==> src/rtl/controller_sequencer.sv <==
// SAP-1 control unit: a one-hot T1..T6 ring plus HALT, decoding the IR opcode
// into the load/send/count strobes for every datapath register.
module controller_sequencer #(
  parameter logic [3:0] HLT_OPCODE = 4'b1111
) (
  input  logic       i_clock,
  input  logic       i_reset_n,
  input  logic       i_enable,
  input  logic       i_debug,
  input  logic [3:0] i_opcode,
  output logic [5:0] o_t_state,
  output logic       o_halted,
  output logic       o_pc_increment,
  output logic       o_pc_send,
  output logic       o_mar_load,
  output logic       o_ram_send,
  output logic       o_ir_load,
  output logic       o_ir_send_address,
  output logic       o_a_load,
  output logic       o_a_send,
  output logic       o_b_load,
  output logic       o_alu_send,
  output logic       o_alu_subtract,
  output logic       o_out_load
);

  localparam logic [3:0] OP_LDA = 4'b0000;
  localparam logic [3:0] OP_ADD = 4'b0001;
  localparam logic [3:0] OP_SUB = 4'b0010;
  localparam logic [3:0] OP_OUT = 4'b1110;

  typedef enum logic [6:0] {
    T1   = 7'b0000001,
    T2   = 7'b0000010,
    T3   = 7'b0000100,
    T4   = 7'b0001000,
    T5   = 7'b0010000,
    T6   = 7'b0100000,
    HALT = 7'b1000000
  } state_t;

  state_t state, state_next;

  // NOTE: state registers use non-blocking assignment so every flop samples
  // pre-edge values; the async reset sits in the sensitivity list.
  always_ff @(posedge i_clock or negedge i_reset_n) begin
    if (!i_reset_n) state <= T1;
    else            state <= state_next;
  end

  always_comb begin
    state_next = state;
    if (i_enable) begin
      case (state)
        T1:      state_next = T2;
        T2:      state_next = T3;
        T3:      state_next = T4;
        T4:      state_next = (i_opcode == HLT_OPCODE) ? HALT : T5;
        T5:      state_next = T6;
        T6:      state_next = T1;
        HALT:    state_next = HALT;
        default: state_next = T1;
      endcase
    end
  end

  // Tracing is done by the simulation environment; i_debug has no hardware effect.
  assign o_halted  = (state == HALT) & (i_debug | 1'b1);
  assign o_t_state = state[5:0];

  // NOTE: every strobe gets a default before the case so no latch is inferred.
  always_comb begin
    o_pc_increment    = 1'b0;
    o_pc_send         = 1'b0;
    o_mar_load        = 1'b0;
    o_ram_send        = 1'b0;
    o_ir_load         = 1'b0;
    o_ir_send_address = 1'b0;
    o_a_load          = 1'b0;
    o_a_send          = 1'b0;
    o_b_load          = 1'b0;
    o_alu_send        = 1'b0;
    o_alu_subtract    = 1'b0;
    o_out_load        = 1'b0;
    // Strobes are suppressed while reset is held even though the state reads T1.
    if (i_reset_n && i_opcode != HLT_OPCODE) begin
      case (state)
        T1: begin o_pc_send = 1'b1; o_mar_load = 1'b1; end
        T2: o_pc_increment = 1'b1;
        T3: begin o_ram_send = 1'b1; o_ir_load = 1'b1; end
        T4: begin
          if (i_opcode == OP_LDA || i_opcode == OP_ADD || i_opcode == OP_SUB) begin
            o_ir_send_address = 1'b1;
            o_mar_load        = 1'b1;
          end else if (i_opcode == OP_OUT) begin
            o_a_send   = 1'b1;
            o_out_load = 1'b1;
          end
        end
        T5: begin
          if (i_opcode == OP_LDA) begin
            o_ram_send = 1'b1;
            o_a_load   = 1'b1;
          end else if (i_opcode == OP_ADD || i_opcode == OP_SUB) begin
            o_ram_send = 1'b1;
            o_b_load   = 1'b1;
          end
        end
        T6: begin
          if (i_opcode == OP_ADD || i_opcode == OP_SUB) begin
            o_alu_send     = 1'b1;
            o_a_load       = 1'b1;
            o_alu_subtract = (i_opcode == OP_SUB);
          end
        end
        default: ;
      endcase
    end else if (i_reset_n) begin
      // A HLT opcode only matters from T4; fetch strobes are opcode independent.
      case (state)
        T1: begin o_pc_send = 1'b1; o_mar_load = 1'b1; end
        T2: o_pc_increment = 1'b1;
        T3: begin o_ram_send = 1'b1; o_ir_load = 1'b1; end
        default: ;
      endcase
    end
  end

endmodule

==> config.mk <==
export PLATFORM = sky130hd
export DESIGN_NAME = controller_sequencer
export DESIGN_NICKNAME = d
export VERILOG_FILES = /design/src/rtl/controller_sequencer.sv
export SDC_FILE = /design/constraint.sdc
export NUM_CORES = 1
export LEC_CHECK = 0
export ABC_AREA = 1
export BUFFER_PORTS_ARGS = -buffer_cell sky130_fd_sc_hd__buf_4
export CAP_MARGIN = 20
export CORE_MARGIN = 2
export CORE_UTILIZATION = 45
export CTS_CLUSTER_SIZE = 12
export DETAILED_ROUTE_END_ITERATION = 12
export GPL_ROUTABILITY_DRIVEN = 0
export PLACE_DENSITY = 0.75
export RECOVER_POWER = 50
export SLEW_MARGIN = 15
export SYNTH_ARGS = -nofsm -noshare
export SYNTH_HDL_FRONTEND = slang
export SYNTH_SLANG_ARGS = --single-unit
export TNS_END_PERCENT = 30
==> constraint.sdc <==
create_clock -name i_clock -period 3.63 [get_ports i_clock]
set_clock_uncertainty 0.15 [all_clocks]
set_input_delay 0.5445 -clock i_clock [delete_from_list [all_inputs] [get_ports i_clock]]
set_output_delay 0.5445 -clock i_clock [all_outputs]
set_load 0.03 [all_outputs]
# Yosys cells after proc, flatten, opt, wreduce, memory -nomap -nowiden
# Cells that the tools add are included.
# word_totals
register_bits,7
latchBits,0
mem_bits_rw,0
romBits,0
input_bits,8
output_inout_bits,19
elab_cells,53
n_memories,0
# op_classes
add_sub_neg,0
mul,0
div_mod_pow,0
magnitude_cmp,0
eq_ne,12
shift,0
n_mux,35
n_bitwise,0
reduce_logical,5
# ops
op,count
7-bit case mux with 6 select lines,1
1-bit two-way mux,30
4-bit equality test (second input constant),2
7-bit by 1-bit equality test with 1-bit output (second input constant),1
7-bit by 2-bit equality test with 1-bit output (second input constant),1
7-bit by 3-bit equality test with 1-bit output (second input constant),1
7-bit by 4-bit equality test with 1-bit output (second input constant),1
7-bit by 5-bit equality test with 1-bit output (second input constant),1
7-bit by 6-bit equality test with 1-bit output (second input constant),1
7-bit equality test (second input constant),1
7-bit two-way mux,1
1-bit case mux with 2 select lines,3
4-bit by 1-bit equality test with 1-bit output (second input constant),1
4-bit by 2-bit equality test with 1-bit output (second input constant),1
4-bit logical NOT,1
4-bit != test (second input constant),1
1-bit logical OR,3
1-bit logical AND,1

# Depth between registers and ports, before layout
# Gate-level depths: netlist of the first run.
# depth
depth_word,6
mapped_depth,8
depth_no_buf,8

# Worst setup path before layout of the first run
# No wires, ideal clock.
# synth_path
path_type,input-to-output
startpoint,input i_reset_n
endpoint,output o_out_load
arrival_ns,1.660
required_time_ns,2.935
path_slack_ns,1.276
path_stages,3
path_buffers,1
cell_sequence,inv_1 > nor4_2 > buf_4
# synth_via
elab_chain_len,2
# synth_rtl
item,line,rtl
"start, declared",7,"input logic i_reset_n,"
1-bit logical AND,86,if (i_reset_n && i_opcode != HLT_OPCODE) begin
1-bit two-way mux,-,
"end, declared",24,output logic o_out_load
# Every way passes these cells.

# Worst setup path in the final report of the first run
# layout_path
startpoint,input i_reset_n
endpoint,output o_b_load
# layout_via
elab_chain_len,2
# layout_rtl
item,line,rtl
1-bit logical AND,86,
1-bit two-way mux,86,
"end, declared",21,"output logic o_b_load,"
# Every way passes these cells.

==> results of run 1 <==
[path summary, 6_finish.rpt]
path | from | end | slack, ns | cells past startpoint
min in group asynchronous | i_reset_n | state[3]$_DFFE_PN0P_ | 0.50 | 2
setup / recovery | i_reset_n | o_b_load | 0.93 | 6
hold reg to reg | state[5]$_DFFE_PN0P_ | state[5]$_DFFE_PN0P_ | 0.38 | 2
hold / removal | state[5]$_DFFE_PN0P_ | state[5]$_DFFE_PN0P_ | 0.38 | 2
setup reg to reg | state[0]$_DFFE_PN1P_ | state[0]$_DFFE_PN1P_ | 2.14 | 8
max in group asynchronous | i_reset_n | state[0]$_DFFE_PN1P_ | 2.62 | 2
[layout by cell type, fill, tap and decap left out, drive strengths merged]
| cell type | count |
|---|---|
| nor3 | 2 |
| dfrtp | 6 |
| o21ai | 4 |
| nor4 | 2 |
| o21a | 1 |
| a21oi | 1 |
| and3 | 1 |
| buf | 23 |
| dlygate4sd3 | 1 |
| nand2 | 29 |
| o22ai | 3 |
| clkbuf | 6 |
| nand3 | 8 |
| nor2 | 21 |
| dfstp | 1 |
| inv | 12 |
[power breakdown]
group | switching (mW) | internal (mW) | total, mW
logic | 0.0981 | 0.0536 | 0.152
registers | 0.0188 | 0.0912 | 0.110
clock network | 0.0304 | 0.0420 | 0.0724
total | 0.147 | 0.187 | 0.334
[what timing repair did]
| item | 4_1_cts | 5_1_grt |
|---|---|---|
| endpoints found under the hold margin | 6 | 0 |
| endpoints found under the setup margin | 0 | 0 |
| setup buffers | 0 | 0 |
| hold buffers | 1 | 0 |
[worst max-delay path: cells and delay by family]
kind                   cells  cell delay, ns
buffers and inverters      4            0.99
and+or+nand+nor            2            0.46
[metrics by stage]
step                util (%)  area, sq um  power [mW]  setup WS [ns]  cells
floorplan                  -        654.4      0.2411          1.276     98
global placement       60.60        808.3      0.2740          1.459    131
detailed placement     60.60        808.3      0.2757          1.469    131
CTS                    63.32        844.6      0.3486         0.9133    136
global route           61.63        822.0      0.3577         0.8047    136
finish                 61.63        822.0      0.3341         0.9281    136
[cell families after synthesis]
kind of cell    count (synthesis)  share of synthesized area [%]
flops                           7                          26.96
compound gates                  9                          7.840
simple gates                   63                          50.29
buf+inv                        19                          14.91
[layer usage]
layer	vias to the layer above	share of wire, %	global-route usage [%]
met1	301	44	19.42
met5	-	0	0
met4	0	1.9	7.500
li1	353	-	-
met2	24	48	30.94
met3	4	5.9	3.017
[area by class of cell]
class	count	area, sq um	share of cell area (%)
Tap cell	15	18.77	2.283
Inverter	12	45.04	5.479
Clock buffer	4	26.28	3.196
Sequential cell	7	176.4	21.46
Multi-Input combinational cell	72	365.4	44.44
Timing Repair Buffer	26	190.2	23.14
==> reports/results.tsv, run 1 <==
stage	metric	value	unit
sta	RSZ-0062 raised after global routing	no	
worst_setup_path	most frequent cell on the critical path	buf_4	
sta	Rel. slew slack	75.36	%
worst_setup_path	crit-path cells	dlygate4sd3_1 -> buf_4 -> inv_1 -> nor3_4 -> and3_1 -> buf_4	
power	Max VDD drop	157.8	uV
run_status	status	finished clean	
detailed_routing	drt wl/cell	10.77	microns
worst_setup_path	critical-path maximum fanout	9	
cells_and_area	total inserted antenna cells	0	
synthesis	post-synth top area share	22.94	%
global_route	first-pass GRT wire length	2.346	mm
detailed_routing	routed vias	682	
sta	Setup TNS Final	0	ns
worst_setup_path	Crit. End Element	output pin	
cells_and_area	number of flip-flops under the largest register name	7	
synthesis	post-synthesis cell area	654.4	sq um
cells_and_area	nets	130	
clock_tree	CTS Buf Count	3	
clock_tree	Max Root-Sink Buffers	2	
clock_tree	CTS Root Cell	clkbuf_4	
sta	Final period util	74.43	%
placement	Buffers on Ports	25	
synthesis	flops & latches, synth	7	
die	Die Wd	42.14	microns
synthesis	EDFF count, synth	0	
cells_and_area	layout cells sized above 1	32.23	%
worst_setup_path	crit-path max cell delay	0.52	ns
synthesis	Post-synth top flop	dfrtp_1	
detailed_routing	DRT Wirelength	1.465	mm
global_route	grt ovf	0	
synthesis	unique cell type count in the Yosys netlist	22	
worst_setup_path	CP max-delay cell	dlygate4sd3_1	
sta	fin. max-slew vios	0	
synthesis	Synth Warn #	0	
detailed_routing	DRC	0	
synthesis	Synth Net Count	106	
die	area of the core	0.001334	sq mm
synthesis	sequential share of the synthesized area	26.96	%
global_route	initial antenna violation count	0	
global_route	pin count of the biggest net entering global routing	10	
worst_setup_path	Arr. time, crit path	2.01	ns
cells_and_area	largest reg by FF count	state	
clock_tree	CTS tree	built	
cells_and_area	Area Overhead vs Synth	25.62	%
worst_setup_path	kind of critical path	input port to output pin	
sta	Least-Margin Pin Slew	0.3668	ns
global_route	gr usage total	17.10	%
placement	Detailed Place HPWL	1.172	mm
sta	Max Freq	0.3701	GHz
synthesis	Synth Instances	98	
die	chip height	42.14	microns
detailed_routing	antenna-violating nets left	0	
clock_tree	clk_lat worst skew	0.25	ns
power	P_leak	0.4377	nW
die	die area	0.001775	sq mm
sta	Final Hold Viols	0	
cells_and_area	fill cell instance count of the final layout	128	
detailed_routing	TritonRoute pass-1 iters	4	
synthesis	Synth top cells by count	22 x nand2_1, 16 x nor2_1, 9 x inv_1, 7 x buf_4, 7 x nand3_1	
clock_tree	clk sink count	7	
worst_setup_path	CP Launch Type	input port	
clock_tree	H-Tree Depth	1	
job	MaxCap Viol Count	0	
sta	WHS	0.3797	ns
die	Initial Util	49.06	%
power	Pwr Density	406.4	mW/mm^2
cells_and_area	biggest regs	state x7	
synthesis	syn avg cell area	6.677	sq um
global_route	vias in the first global route	572	
synthesis	Synth area leaders	dfrtp_1 23%, nand2_1 13%, nor2_1 9.2%	
die	# IOs	27	
synthesis	most frequent cell after synthesis	nand2_1	
synthesis	Synth area leader	dfrtp_1	
clock_tree	post-CTS sizing	0	
clock_tree	Worst-path clk slew	0.05	ns
die	FP Rows	13	
sta	final setup fails	0	
min_path	HP Class	flop to flop	
detailed_routing	via/cell ratio	5.015	
synthesis	ys async rst share	100.0	%
detailed_routing	initial drt markers	16	
sta	min Tclk post-route	2.702	ns
worst_setup_path	Critical Path RT	2.94	ns
No activity file was read; power rests on OpenSTA's default activity.
==> inputs of run 2 (changes only) <==
clock period = 2.6 ns   (was 3.63 ns; I/O delays follow)
==> run 2 against run 1 <==
Effect of this change:
- sequential power rose by 39%
- non-clock buffer count unchanged
- wire length increased by 1.6%
- combinational power grew 43%
- worst hold slack worse by 0.15 ns
- cell count stayed put
- global-route usage up 0.52 points
- sequential share of layout area decreased by 0.065 points
- critical path depth stayed put
- clock power grew 41%
- die area did not move
- core utilization is 0.19 points higher
- critical path type unchanged
- largest cell class unchanged
==> reports/results.tsv, run 2 (synthesized netlist as in run 1, its figures left out) <==
stage	metric	value	unit
run_status	status	finished clean	
detailed_routing	top sig layer	met4	
die	die area	0.001775	sq mm
cells_and_area	biggest regs	state x7	
cells_and_area	largest reg by FF count	state	
cells_and_area	Area Overhead vs Synth	26.00	%
die	Die Wd	42.14	microns
sta	fin. max-slew vios	0	
clock_tree	CTS Root Cell	clkbuf_4	
detailed_routing	TritonRoute pass-1 iters	4	
power	switching pwr	211.2	uW
detailed_routing	antenna-violating nets left	0	
detailed_routing	Met2 Routed Length	725	microns
die	chip height	42.14	microns
sta	Final Hold Viols	0	
sta	Rel. slew slack	71.03	%
min_path	hold depth	2	
die	# IOs	27	
detailed_routing	routed vias	689	
die	area of the core	0.001334	sq mm
worst_setup_path	flop2flop setup slack	1.05	ns
job	MaxCap Viol Count	0	
placement	dpl cells	131	
detailed_routing	initial drt markers	7	
worst_setup_path	most frequent cell on the critical path	buf_4	
min_path	HP Class	input port to flop	
global_route	gr usage total	17.62	%
clock_tree	post-CTS sizing	0	
global_route	vias in the first global route	593	
clock_tree	postcts setup bufs	0	
detailed_routing	DRC	0	
worst_setup_path	crit-path max cell delay	0.52	ns
cells_and_area	total inserted antenna cells	0	
global_route	initial antenna violation count	0	
worst_setup_path	CP Launch Type	input port	
worst_setup_path	RR Startpoint	state[5]$_DFFE_PN0P_	
clock_tree	CTS tree	built	
sta	final setup fails	0	
worst_setup_path	crit-path cells	dlygate4sd3_1 -> buf_4 -> inv_1 -> nor3_4 -> and3_1 -> buf_4	
clock_tree	clk_lat worst skew	0.26	ns
cells_and_area	layout cells sized above 1	32.23	%
clock_tree	H-Tree Depth	1	
power	P_leak	0.4414	nW
global_route	first-pass GRT wire length	2.421	mm
power	Comb power frac	46.1	%
sta	Least-Margin Pin Slew	0.4330	ns
clock_tree	Worst-path clk slew	0.05	ns
worst_setup_path	Crit. End Element	output pin	
sta	final worst slack	0.1975	ns
die	FP Rows	13	
worst_setup_path	Arr. time, crit path	1.86	ns
placement	Detailed Place HPWL	1.182	mm
sta	Max Freq	0.4162	GHz
detailed_routing	via/cell ratio	5.066	
cells_and_area	number of flip-flops under the largest register name	7	
detailed_routing	drt wl/cell	10.95	microns
min_path	WHS Endpoint	state[4]$_DFFE_PN0P_	
placement	Buffers on Ports	25	
power	Reg power frac	32.3	%
detailed_routing	length of routed met3 wiring	86	microns
power	Pwr Density	574.3	mW/mm^2
worst_setup_path	CP max-delay cell	dlygate4sd3_1	
cells_and_area	nets	130	
clock_tree	Max Root-Sink Buffers	2	
power	Max VDD drop	233.9	uV
worst_setup_path	kind of critical path	input port to output pin	
detailed_routing	Metal-1 WL	646	microns
worst_setup_path	R2R cell count	8	
sta	Final period util	92.40	%
worst_setup_path	critical-path maximum fanout	9	
cells_and_area	final core occ	61.82	%
detailed_routing	DRT Wirelength	1.489	mm
power	Pwr Total	473.6	uW
power	Net Sw Frac	44.59	%
sta	Setup TNS Final	0	ns
sta	RSZ-0062 raised after global routing	no	
placement	dpl ws	0.7489	ns
min_path	worst hold start	i_enable	
worst_setup_path	Critical Path RT	2.06	ns
cells_and_area	final std cells w/o fill	136	
clock_tree	CTS Buf Count	3	
clock_tree	clk sink count	7	
global_route	pin count of the biggest net entering global routing	10	
cells_and_area	most frequent cells in the layout	23 x nand2_1, 23 x buf_4, 18 x nor2_1	
global_route	grt ovf	0	
worst_setup_path	reg2reg end	state[0]$_DFFE_PN1P_	
power	Internal	262.4	uW
power	clock share of power	21.6	%
sta	min Tclk post-route	2.403	ns
die	Initial Util	49.06	%
run 2: how the worst max path moves through the flow:
stage                               startpoint             end  depth (start not counted)
after floorplan           state[4]$_DFFE_PN0P_      o_out_load                          6
after global placement               i_reset_n        o_b_load                          5
after detailed placement             i_reset_n        o_b_load                          5
after global routing                 i_reset_n  o_alu_subtract                          7
final                                i_reset_n        o_b_load                          6
after CTS                            i_reset_n        o_b_load                          6
run 2: cell type report:
type	count	area, sq um
Tap cell	15	18.77
Sequential cell	7	176.4
Fill cell	131	509.2
Timing Repair Buffer	26	190.2
Clock buffer	4	26.28
Inverter	12	45.04
Multi-Input combinational cell	72	367.9
run 2: metrics by stage:
step / area, sq um / hold WS, ns
6_report: 824.5 / 0.2329
5_1_grt: 824.5 / 0.2340
4_1_cts: 844.6 / 0.2356
3_5_place_dp: 808.3 / 0.06974
3_3_place_gp: 808.3 / 0.06829
2_1_floorplan: 654.4 / -0.05559
run 2: critical path: cells and delay by family:
| kind | cells | cell delay [ns] |
|---|---|---|
| AND/OR/NAND/NOR | 2 | 0.46 |
| buffers and inverters | 4 | 1.01 |
run 2: repair_timing:
item | CTS | global route
hold buffers | 1 | 0
hold endpoints to repair | 7 | 0
endpoints found under the setup margin | 0 | 0
run 2: power by group through the flow:
stage / Sequential, mW / Combinational, mW / Clock (mW)
floorplan: 0.154 / 0.182 / 0
global placement: 0.158 / 0.225 / 0
detailed placement: 0.159 / 0.226 / 0
CTS: 0.158 / 0.229 / 0.101
global route: 0.155 / 0.238 / 0.111
finish: 0.153 / 0.218 / 0.102
run 2: routing by layer:
metal | track usage [%] | vias up
met4 | 7.500 | 0
met3 | 3.879 | 4
met5 | 0 | -
met1 | 19.11 | 306
met2 | 32.50 | 22
li1 | - | 357
